--- config.mk ---
export PLATFORM = sky130hd
export DESIGN_NAME = fir3_tap_sequencer
export DESIGN_NICKNAME = d
export VERILOG_FILES = /design/src/rtl/fir3_tap_sequencer.sv
export SDC_FILE = /design/constraint.sdc
export NUM_CORES = 1
export LEC_CHECK = 0
export CORE_MARGIN = 8
export CORE_UTILIZATION = 41
export DETAILED_ROUTE_END_ITERATION = 16
export GPL_TIMING_DRIVEN = 0
export MAX_ROUTING_LAYER = met4
export PLACE_DENSITY = 0.78
export SYNTH_ARGS = -nofsm -noshare
export SYNTH_HDL_FRONTEND = slang
export SYNTH_SLANG_ARGS = --single-unit
--- constraint.sdc ---
create_clock -name clk -period 1.9 [get_ports clk]
set_input_delay 0.57 -clock clk [delete_from_list [all_inputs] [get_ports clk]]
set_output_delay 0.57 -clock clk [all_outputs]
set_load 0.02 [all_outputs]
--- src/rtl/fir3_tap_sequencer.sv ---
// Sequencer for a 3-tap FIR datapath: arbitrates sample and coefficient traffic
// and drives the shift enable, tap-select codes and output qualification.
module fir3_tap_sequencer (
    input  logic       clk,
    input  logic       rst,
    input  logic       s_valid,
    output logic       s_ready,
    input  logic [7:0] s_data,
    input  logic       coef_req,
    input  logic [1:0] coef_idx,
    input  logic [7:0] coef_data,
    output logic       coef_ack,
    output logic [7:0] x,
    output logic [7:0] c_bus,
    output logic       ca0,
    output logic       ca1,
    output logic       cen,
    output logic       y_valid,
    output logic       filling,
    input  logic       y_ready
);

    typedef enum logic [1:0] {IDLE, COEF, SHIFT} state_t;

    localparam logic [1:0] CA_HOLD = 2'b11;

    state_t     state_reg, state_next;
    logic [7:0] x_reg, x_next;
    logic [7:0] c_bus_reg, c_bus_next;
    logic [1:0] ca_reg, ca_next;
    logic [1:0] fc_reg, fc_next;
    logic       y_valid_reg, y_valid_next;
    logic       coef_prio_reg, coef_prio_next;

    logic sample_ok;
    logic grant_coef;
    logic grant_sample;

    always_ff @(posedge clk or posedge rst) begin
        if (rst) begin
            state_reg     <= IDLE;
            x_reg         <= 8'h00;
            c_bus_reg     <= 8'h00;
            ca_reg        <= CA_HOLD;
            fc_reg        <= 2'd0;
            y_valid_reg   <= 1'b0;
            coef_prio_reg <= 1'b1;
        end else begin
            state_reg     <= state_next;
            x_reg         <= x_next;
            c_bus_reg     <= c_bus_next;
            ca_reg        <= ca_next;
            fc_reg        <= fc_next;
            y_valid_reg   <= y_valid_next;
            coef_prio_reg <= coef_prio_next;
        end
    end

    always_comb begin
        // An unconsumed output blocks new samples so y is never overwritten.
        sample_ok    = s_valid && !(y_valid_reg && !y_ready);
        grant_coef   = (state_reg == IDLE) && coef_req && (!sample_ok || coef_prio_reg);
        grant_sample = (state_reg == IDLE) && sample_ok && !grant_coef;

        state_next     = IDLE;
        x_next         = x_reg;
        c_bus_next     = c_bus_reg;
        ca_next        = CA_HOLD;
        fc_next        = fc_reg;
        y_valid_next   = y_valid_reg;
        coef_prio_next = coef_prio_reg;

        case (state_reg)
            IDLE: begin
                if (grant_coef) begin
                    state_next     = COEF;
                    ca_next        = coef_idx;
                    coef_prio_next = 1'b0;
                    if (coef_idx != CA_HOLD) begin
                        c_bus_next = coef_data;
                    end
                end else if (grant_sample) begin
                    state_next     = SHIFT;
                    x_next         = s_data;
                    coef_prio_next = 1'b1;
                end
            end
            COEF: begin
                if (ca_reg != CA_HOLD) begin
                    fc_next = 2'd0;
                end
            end
            SHIFT: begin
                if (fc_reg != 2'd3) begin
                    fc_next = fc_reg + 2'd1;
                end
            end
            default: state_next = IDLE;
        endcase

        // A fresh qualification takes precedence over consumption in the same cycle.
        if (state_reg == SHIFT && fc_reg == 2'd3) begin
            y_valid_next = 1'b1;
        end else if (y_valid_reg && y_ready) begin
            y_valid_next = 1'b0;
        end
    end

    assign s_ready  = grant_sample;
    assign coef_ack = grant_coef;
    assign x        = x_reg;
    assign c_bus    = c_bus_reg;
    assign ca0      = ca_reg[0];
    assign ca1      = ca_reg[1];
    assign cen      = (state_reg == SHIFT);
    assign y_valid  = y_valid_reg;
    assign filling  = (fc_reg != 2'd3);

endmodule
After elaboration in Yosys (flattened, before gate mapping). Cells that the tools add are included.

Register bits: 24. Input port bits: 23. Logic and storage cells: 50. Output and inout bits: 23.

Add/sub/neg operators: 1. Mux-type cells: 12. Equality and inequality tests: 8. Reduce and logical (&&, ||, !) cells: 21. Bitwise operators: 1.

Operators with widths (number): 2-bit two-way mux (7); 3-bit AND reduction (3); 1-bit logical AND (8); 2-bit != test, second input constant (4); 2-bit nonzero test (3); 2-bit == test, second input constant (2); 1-bit zero test (4); 1-bit two-way mux (4); 2-bit one-hot mux with 2 select lines (1); 2-bit by 1-bit adder with 2-bit output, second input constant (1); 2-bit by 1-bit == test with 1-bit output, second input constant (1); 2-bit zero test (1); 2-bit by 1-bit != test with 1-bit output, second input constant (1); 2-bit AND reduction (1); 1-bit logical OR (1); 1-bit inverter (1).

Logic depth before layout (Yosys ltp). Gate-level depths: netlist of the first run.

Word-level depth: 12. Mapped depth: 6. Gate-level depth less buffers: 5.

Worst setup path before layout of the first run. OpenSTA, ideal clock, no wires.

Path kind: register -> output. From: register state_reg[0]. To: output s_ready. Arrival time: 1226 ps. Stages on the path, launching flop included: 5. Setup slack: 104 ps. Buffers on the path: 0. Data required time: 1330 ps. Cells stage by stage: dfrtp_1 inv_1 ha_1 nand2_1 a211oi_1.

Word-level cells in the longest chain between the ends: 5. Elaborated cells on any way between the ends: 6. Classes of those cells: reduce/logical: 6.

Ends and longest elaborated chain: start, declared (RTL line 27) `state_t state_reg, state_next;`; start signal, assigned (RTL line 49) `state_reg <= state_next;`; 2-bit zero test (*) (RTL line 62, 63); 1-bit logical AND (2 in a row) (RTL line 62) `grant_coef = (state_reg == IDLE) && coef_req && (!sample_ok || coef_prio_reg);`; 1-bit zero test (RTL line 63) `grant_sample = (state_reg == IDLE) && sample_ok && !grant_coef;`; 1-bit logical AND (*) (RTL line 63); end, declared (RTL line 7) `output logic s_ready,`.

Mark *: on every way between the ends. The rest lies on a longest branch, timed or not.

Final worst setup path of the first run.
From: input y_ready. To: output coef_ack.

Word-level cells in the longest chain between the ends: 7.

Ends and longest elaborated chain: start, declared (RTL line 20) `input logic y_ready`; 1-bit zero test (RTL line 61) `sample_ok = s_valid && !(y_valid_reg && !y_ready);`; 1-bit logical AND (RTL line 61); 1-bit zero test (RTL line 61); 1-bit logical AND (RTL line 61); 1-bit zero test (RTL line 62); 1-bit logical OR (RTL line 62); 1-bit logical AND (RTL line 62); end, declared (RTL line 12) `output logic coef_ack,`.

No other way between the ends.

==> results.json, run 1 <==
{
  "cts_max_level": 1,
  "r2r_cells": 6,
  "max_cap_viol_count": 0,
  "drv_slew": 0,
  "start_kind": "input port",
  "cp-end-kind": "output pin",
  "syn2layout_area_growth_pct": 61.1,
  "yosys.area.top_type": "dfrtp_1",
  "fp.dieW_um": 66.9,
  "finalWorstSetupSlack_ns": -0.0265,
  "path_max_fanout": 4,
  "overflow": 0,
  "clkTransAtPathRegs_ns": 0.12,
  "numCtsBuffers": 3,
  "synth_edf_count": 0,
  "hpwl_um": 1960,
  "ys_seq_area_share_pct": 56.9,
  "grt_max_degree": 25,
  "r2r_slack_ns": 0.12,
  "peakVddDrop_uv": 1030,
  "firstDrtPassIters": 4,
  "num_io_pins": 46,
  "synth_cells": 73,
  "cts.sinks": 24,
  "cts_tree": "yes",
  "holdPathStages": 1,
  "crit_chain": "dlygate4sd2_1, nand2b_4, a31oi_4, buf_6",
  "rsz0062_at_grt": "true",
  "start_util_pct": 42.9,
  "grt_usage_pct": 12.8,
  "powerDensity_nw_per_um2": 1430,
  "die_height_um": 66.9,
  "syn-cell-area_um2": 1060,
  "fmax_mhz": 519,
  "drt-wirelength-per-cell_um": 16.6,
  "die_area_um2": 4480,
  "crit_type": "in2out",
  "synth_most_common_cell": "dfrtp_1",
  "relSlewSlack_pct": 39.2,
  "synth_seq_cells": 24,
  "cts_max_path_buffers": 2,
  "synth_top_cell_area_share_pct": 49.5,
  "drt-initial-drc-count": 36,
  "antenna_left": 0,
  "whs_ns": 0.523,
  "core-area_um2": 2480,
  "worstPathRequired_ns": 1.33,
  "dr_total_vias": 754,
  "setup_viol_count_final": 2,
  "critPathMaxStageDelay_ns": 0.27,
  "insertion_delay_ns": 0.32,
  "status": "finished, violations left",
  "async_reset_ff_share_pct": 100,
  "fin_crit_ns": 1.93,
  "fp-row-count": 18,
  "holdPathEnd": "x[4]",
  "num_antenna_cells": 0,
  "drive_above_1_share_pct": 35.9,
  "dpl_worst_slack_ns": -0.851,
  "synthTopCellsByCount": "dfrtp_1, mux2_2, mux2_4, nand2_1, inv_1",
  "worst_slew_pin_slew_ns": 0.911,
  "worstPathArrival_ns": 1.36,
  "grt_pass1_vias": 864,
  "via_per_inst": 4.77,
  "yosys-top-cells-area": "dfrtp_1, mux2_4, mux2_2",
  "antenna_found_initial": 0,
  "period_share_pct": 101,
  "synth_nets": 100,
  "violations": "setup timing",
  "synth_ff_type": "dfrtp_1",
  "hp-start": "x[4]",
  "wirelength_um": 2620,
  "r2r_end": "x[5]",
  "reg2reg_from": "state_reg[0]",
  "slowest_stage": "dlygate4sd2_1",
  "final_core_util_pct": 69.1,
  "hold_class": "reg2reg",
  "grt_first_pass_wirelength_um": 4260,
  "hold_violations": 0,
  "synth_warnings": 0,
  "finClkSkew_ns": 0.0169,
  "gp_congestion": 0.769,
  "postCtsHoldBufs": 0,
  "postSynthAreaPerCell_um2": 14.6,
  "drc": 0,
  "clockRootBuffer": "clkbuf_4",
  "p_leak_nw": 0.888,
  "yosys.cell_types.count": 21,
  "nets": 156,
  "portBuffers": 45,
  "p_total_mw": 2.44
}
-- layer usage --
metal  GRT usage [%]  share of wire, %  vias up
met3            2.52               4.6        2
met1            13.6                38      372
li1                -                 -      358
met5               -                 0        -
met2            23.4                57       22
met4            3.92              0.38        0
-- worst max-delay path: cells and delay by family --
| kind | cells | cell delay, ns |
|---|---|---|
| buf+inv | 2 | 0.41 |
| compound gates | 1 | 0.20 |
| simple gates | 1 | 0.18 |
-- how the worst max path moves through the flow --
| stage | from | end | slack [ns] | cells past startpoint |
|---|---|---|---|---|
| finish | y_ready | coef_ack | -0.03 | 4 |
| global route | state_reg[0] | coef_ack | -0.07 | 5 |
| detailed placement | coef_req | coef_ack | -0.85 | 4 |
| global placement | coef_req | coef_ack | -0.82 | 4 |
| floorplan | state_reg[0] | s_ready | 0.10 | 4 |
| CTS | state_reg[1] | coef_ack | -0.02 | 5 |
-- cell families (layout without fill, tap and decap cells) --
family	count (synthesis)	count (layout)	share of synthesized area, %
DFF	24	24	56.9
muxes	18	18	21.8
and+or+nand+nor	14	14	8.01
buffers and inverters	7	62	3.18
AOI/OAI and AO/OA	6	6	5.42
adders and majority gates	4	4	4.71
-- per-stage QoR --
stage	std cells	area, um^2	TNS (ns)
floorplan	73	1060	0
global placement	148	1550	-5.60
detailed placement	148	1550	-6.15
CTS	156	1670	-0.0272
global route	158	1710	-0.147
finish	158	1710	-0.0432
-- power by group --
group          internal, mW  switching (mW)
Combinational         0.645           0.569
Sequential            0.734           0.125
Clock                 0.213           0.154
-- area by class of cell --
type	count	area [um^2]
Sequential cell	24	604
Inverter	6	22.5
Timing Repair Buffer	51	512
Clock inverter	1	30.0
Buffer	1	11.3
Clock buffer	3	22.5
Tap cell	30	37.5
Fill cell	202	766
Multi-Input combinational cell	42	472
-- cell usage in the layout (no fill, tap or decap) --
master / count
mux2_4: 8
and2_1: 1
nor2b_1: 1
a211oi_2: 1
dlygate4sd2_1: 9
o31ai_1: 1
a311o_1: 1
dfstp_2: 3
dlymetal6s2s_1: 13
mux2i_1: 1
buf_6: 2
clkbuf_4: 3
buf_2: 1
bufinv_16: 1
clkdlybuf4s15_2: 1
nand2b_1: 2
clkdlybuf4s50_1: 19
mux2_2: 9
nand3_1: 2
nand2_1: 4
nand2_4: 2
ha_4: 1
nand2b_4: 1
ha_1: 3
a31oi_4: 1
dfrtp_1: 21
inv_2: 3
a211oi_4: 1
a31oi_1: 1
buf_4: 7
inv_1: 3
nor2b_4: 1
-- timing repair --
action | 4_1_cts | 5_1_grt
setup endpoints to repair | 10 | 16
gates resized for setup | 38 | 15
setup buffers | 4 | 2
pin swaps | 1 | 1
(Power assumes the default switching activity.)
==> inputs of run 2 (changes only) <==
--- a/config.mk
+++ b/config.mk
@@ -8,7 +8,6 @@
 export CORE_MARGIN = 8
 export CORE_UTILIZATION = 41
 export DETAILED_ROUTE_END_ITERATION = 16
-export GPL_TIMING_DRIVEN = 0
 export MAX_ROUTING_LAYER = met4
 export PLACE_DENSITY = 0.78
 export SYNTH_ARGS = -nofsm -noshare
==> results.json, run 2 (synthesis gave the netlist of run 1 again) <==
{
  "max_cap_viol_count": 0,
  "setup_viol_count_final": 2,
  "hpwl_um": 2150,
  "cts_max_level": 1,
  "hold_class": "reg2reg",
  "start_kind": "register",
  "insertion_delay_ns": 0.33,
  "drt-wirelength-per-cell_um": 16.9,
  "cp-end-kind": "output pin",
  "firstDrtPassIters": 4,
  "die_height_um": 66.9,
  "num_io_pins": 46,
  "relSlewSlack_pct": 79.0,
  "via_per_inst": 4.72,
  "layout_commonest_cell": "dfrtp_1",
  "status": "finished, violations left",
  "core-area_um2": 2480,
  "p_total_mw": 2.54,
  "layout_common_cells": "dfrtp_1, buf_4, clkdlybuf4s50_1, dlygate4sd2_1",
  "portBuffers": 45,
  "fin_crit_ns": 2.00,
  "cts_max_path_buffers": 2,
  "critPathMaxStageDelay_ns": 0.42,
  "path_max_fanout": 2,
  "cts_tree": "yes",
  "numCtsBuffers": 3,
  "gp_congestion": 0.826,
  "start_util_pct": 42.9,
  "postCtsHoldBufs": 0,
  "powerDensity_nw_per_um2": 1410,
  "hold_violations": 0,
  "rsz0062_at_grt": "true",
  "p_leak_nw": 0.922,
  "drc": 0,
  "grt_max_degree": 25,
  "n_fill_cell": 183,
  "wirelength_um": 2900,
  "slowest_stage": "dfrtp_1",
  "dpl_worst_slack_ns": -0.748,
  "r2r_cells": 7,
  "num_antenna_cells": 0,
  "crit_type": "reg2out",
  "finClkSkew_ns": 0.00867,
  "peakVddDrop_uv": 916,
  "holdPathStages": 1,
  "overflow": 0,
  "clkTransAtPathRegs_ns": 0.15,
  "violations": "setup timing",
  "drt-initial-drc-count": 34,
  "worstPathRequired_ns": 1.33,
  "die_area_um2": 4480,
  "nets": 170,
  "finalWorstSetupSlack_ns": -0.0992,
  "worst_slew_pin_slew_ns": 0.315,
  "antenna_found_initial": 0,
  "drive_above_1_share_pct": 42.3,
  "cts.sinks": 24,
  "fp-row-count": 18,
  "grt_usage_pct": 13.3,
  "clockRootBuffer": "clkbuf_4",
  "fp.dieW_um": 66.9,
  "grt_pass1_vias": 929,
  "grt_first_pass_wirelength_um": 4360,
  "syn2layout_area_growth_pct": 69.7,
  "fmax_mhz": 500,
  "antenna_left": 0,
  "worstPathArrival_ns": 1.43,
  "period_share_pct": 105,
  "dr_total_vias": 811,
  "drv_slew": 0,
  "crit_chain": "inv_2, ha_4, nand2_2, a211oi_2, buf_4"
}
==> run 2: cell count changes in the layout (fill, tap and decap cells not counted), sizes merged <==
cell           previous run  this run
buf                      10        24
dlygate4sd2               9        13
dlymetal6s2s             13         9
clkbuf                    3         4
clkdlybuf4s15             1         0
==> run 2: through the flow <==
stage	cell area, um^2	utilization (%)	cells	hold slack (ns)	setup TNS [ns]
2_1_floorplan	1060	-	73	0.499	0
3_3_place_gp	1680	67.8	164	0.490	-6.43
3_5_place_dp	1680	67.8	164	0.495	-6.81
4_1_cts	1780	71.7	171	0.523	-0.0909
5_1_grt	1800	72.8	172	0.545	-0.239
6_report	1800	72.8	172	0.520	-0.121
==> run 2: final timing paths <==
kind,startpoint,endpoint,slack [ns]
worst max-delay path,state_reg[1],s_ready,-0.1
min in group asynchronous,rst,c_bus[5],0.56
worst min-delay path,x[1],x[1],0.52
max in group asynchronous,rst,coef_prio_reg,1.04
worst max register to register,state_reg[1],c_bus[4],0.16
worst min register to register,x[1],x[1],0.52
==> run 2: power breakdown <==
| group | internal [mW] | leakage, nW | switching (mW) |
|---|---|---|---|
| Sequential | 0.734 | 0.287 | 0.113 |
| Clock | 0.214 | 0.0279 | 0.168 |
| Combinational | 0.699 | 0.608 | 0.609 |
==> run 2: critical path: cells and delay by family, from the launching register on <==
kind            cells  cell delay [ns]
compound gates      1             0.18
fa+ha+maj           1             0.17
buf+inv             2             0.27
flops               1             0.42
simple gates        1             0.07
==> run 2: timing repair <==
action                     CTS  global route
pin swaps                    2             0
buffers inserted             3             1
gates resized for setup     42            11
setup endpoints to repair   22            12
==> run 2: cell type report <==
cell class	count	area (um^2)	area share, %
Tap cell	30	37.5	2.08
Clock inverter	1	30.0	1.67
Multi-Input combinational cell	42	467	25.9
Timing Repair Buffer	66	619	34.4
Clock buffer	3	22.5	1.25
Sequential cell	24	604	33.5
Inverter	6	22.5	1.25
==> run 2: per-layer routing <==
layer  up-vias  share of wire, %  wire length (um)  global-route usage (%)
met1       401                36              1050                    12.5
met3         4               4.9               142                    3.19
li1        385                 -                 -                       -
met5         -                 0                 0                       -
met4         0              0.79                23                    3.92
met2        21                58              1680                    25.8
==> inputs of run 3 (changes only) <==
--- a/config.mk
+++ b/config.mk
@@ -7,6 +7,7 @@
 export LEC_CHECK = 0
 export CORE_MARGIN = 8
 export CORE_UTILIZATION = 41
+export CTS_CLUSTER_DIAMETER = 80
 export DETAILED_ROUTE_END_ITERATION = 16
 export MAX_ROUTING_LAYER = met4
 export PLACE_DENSITY = 0.78
==> results of run 3 <==
The final DEF is identical to that of run 2; final timing and power are the same.
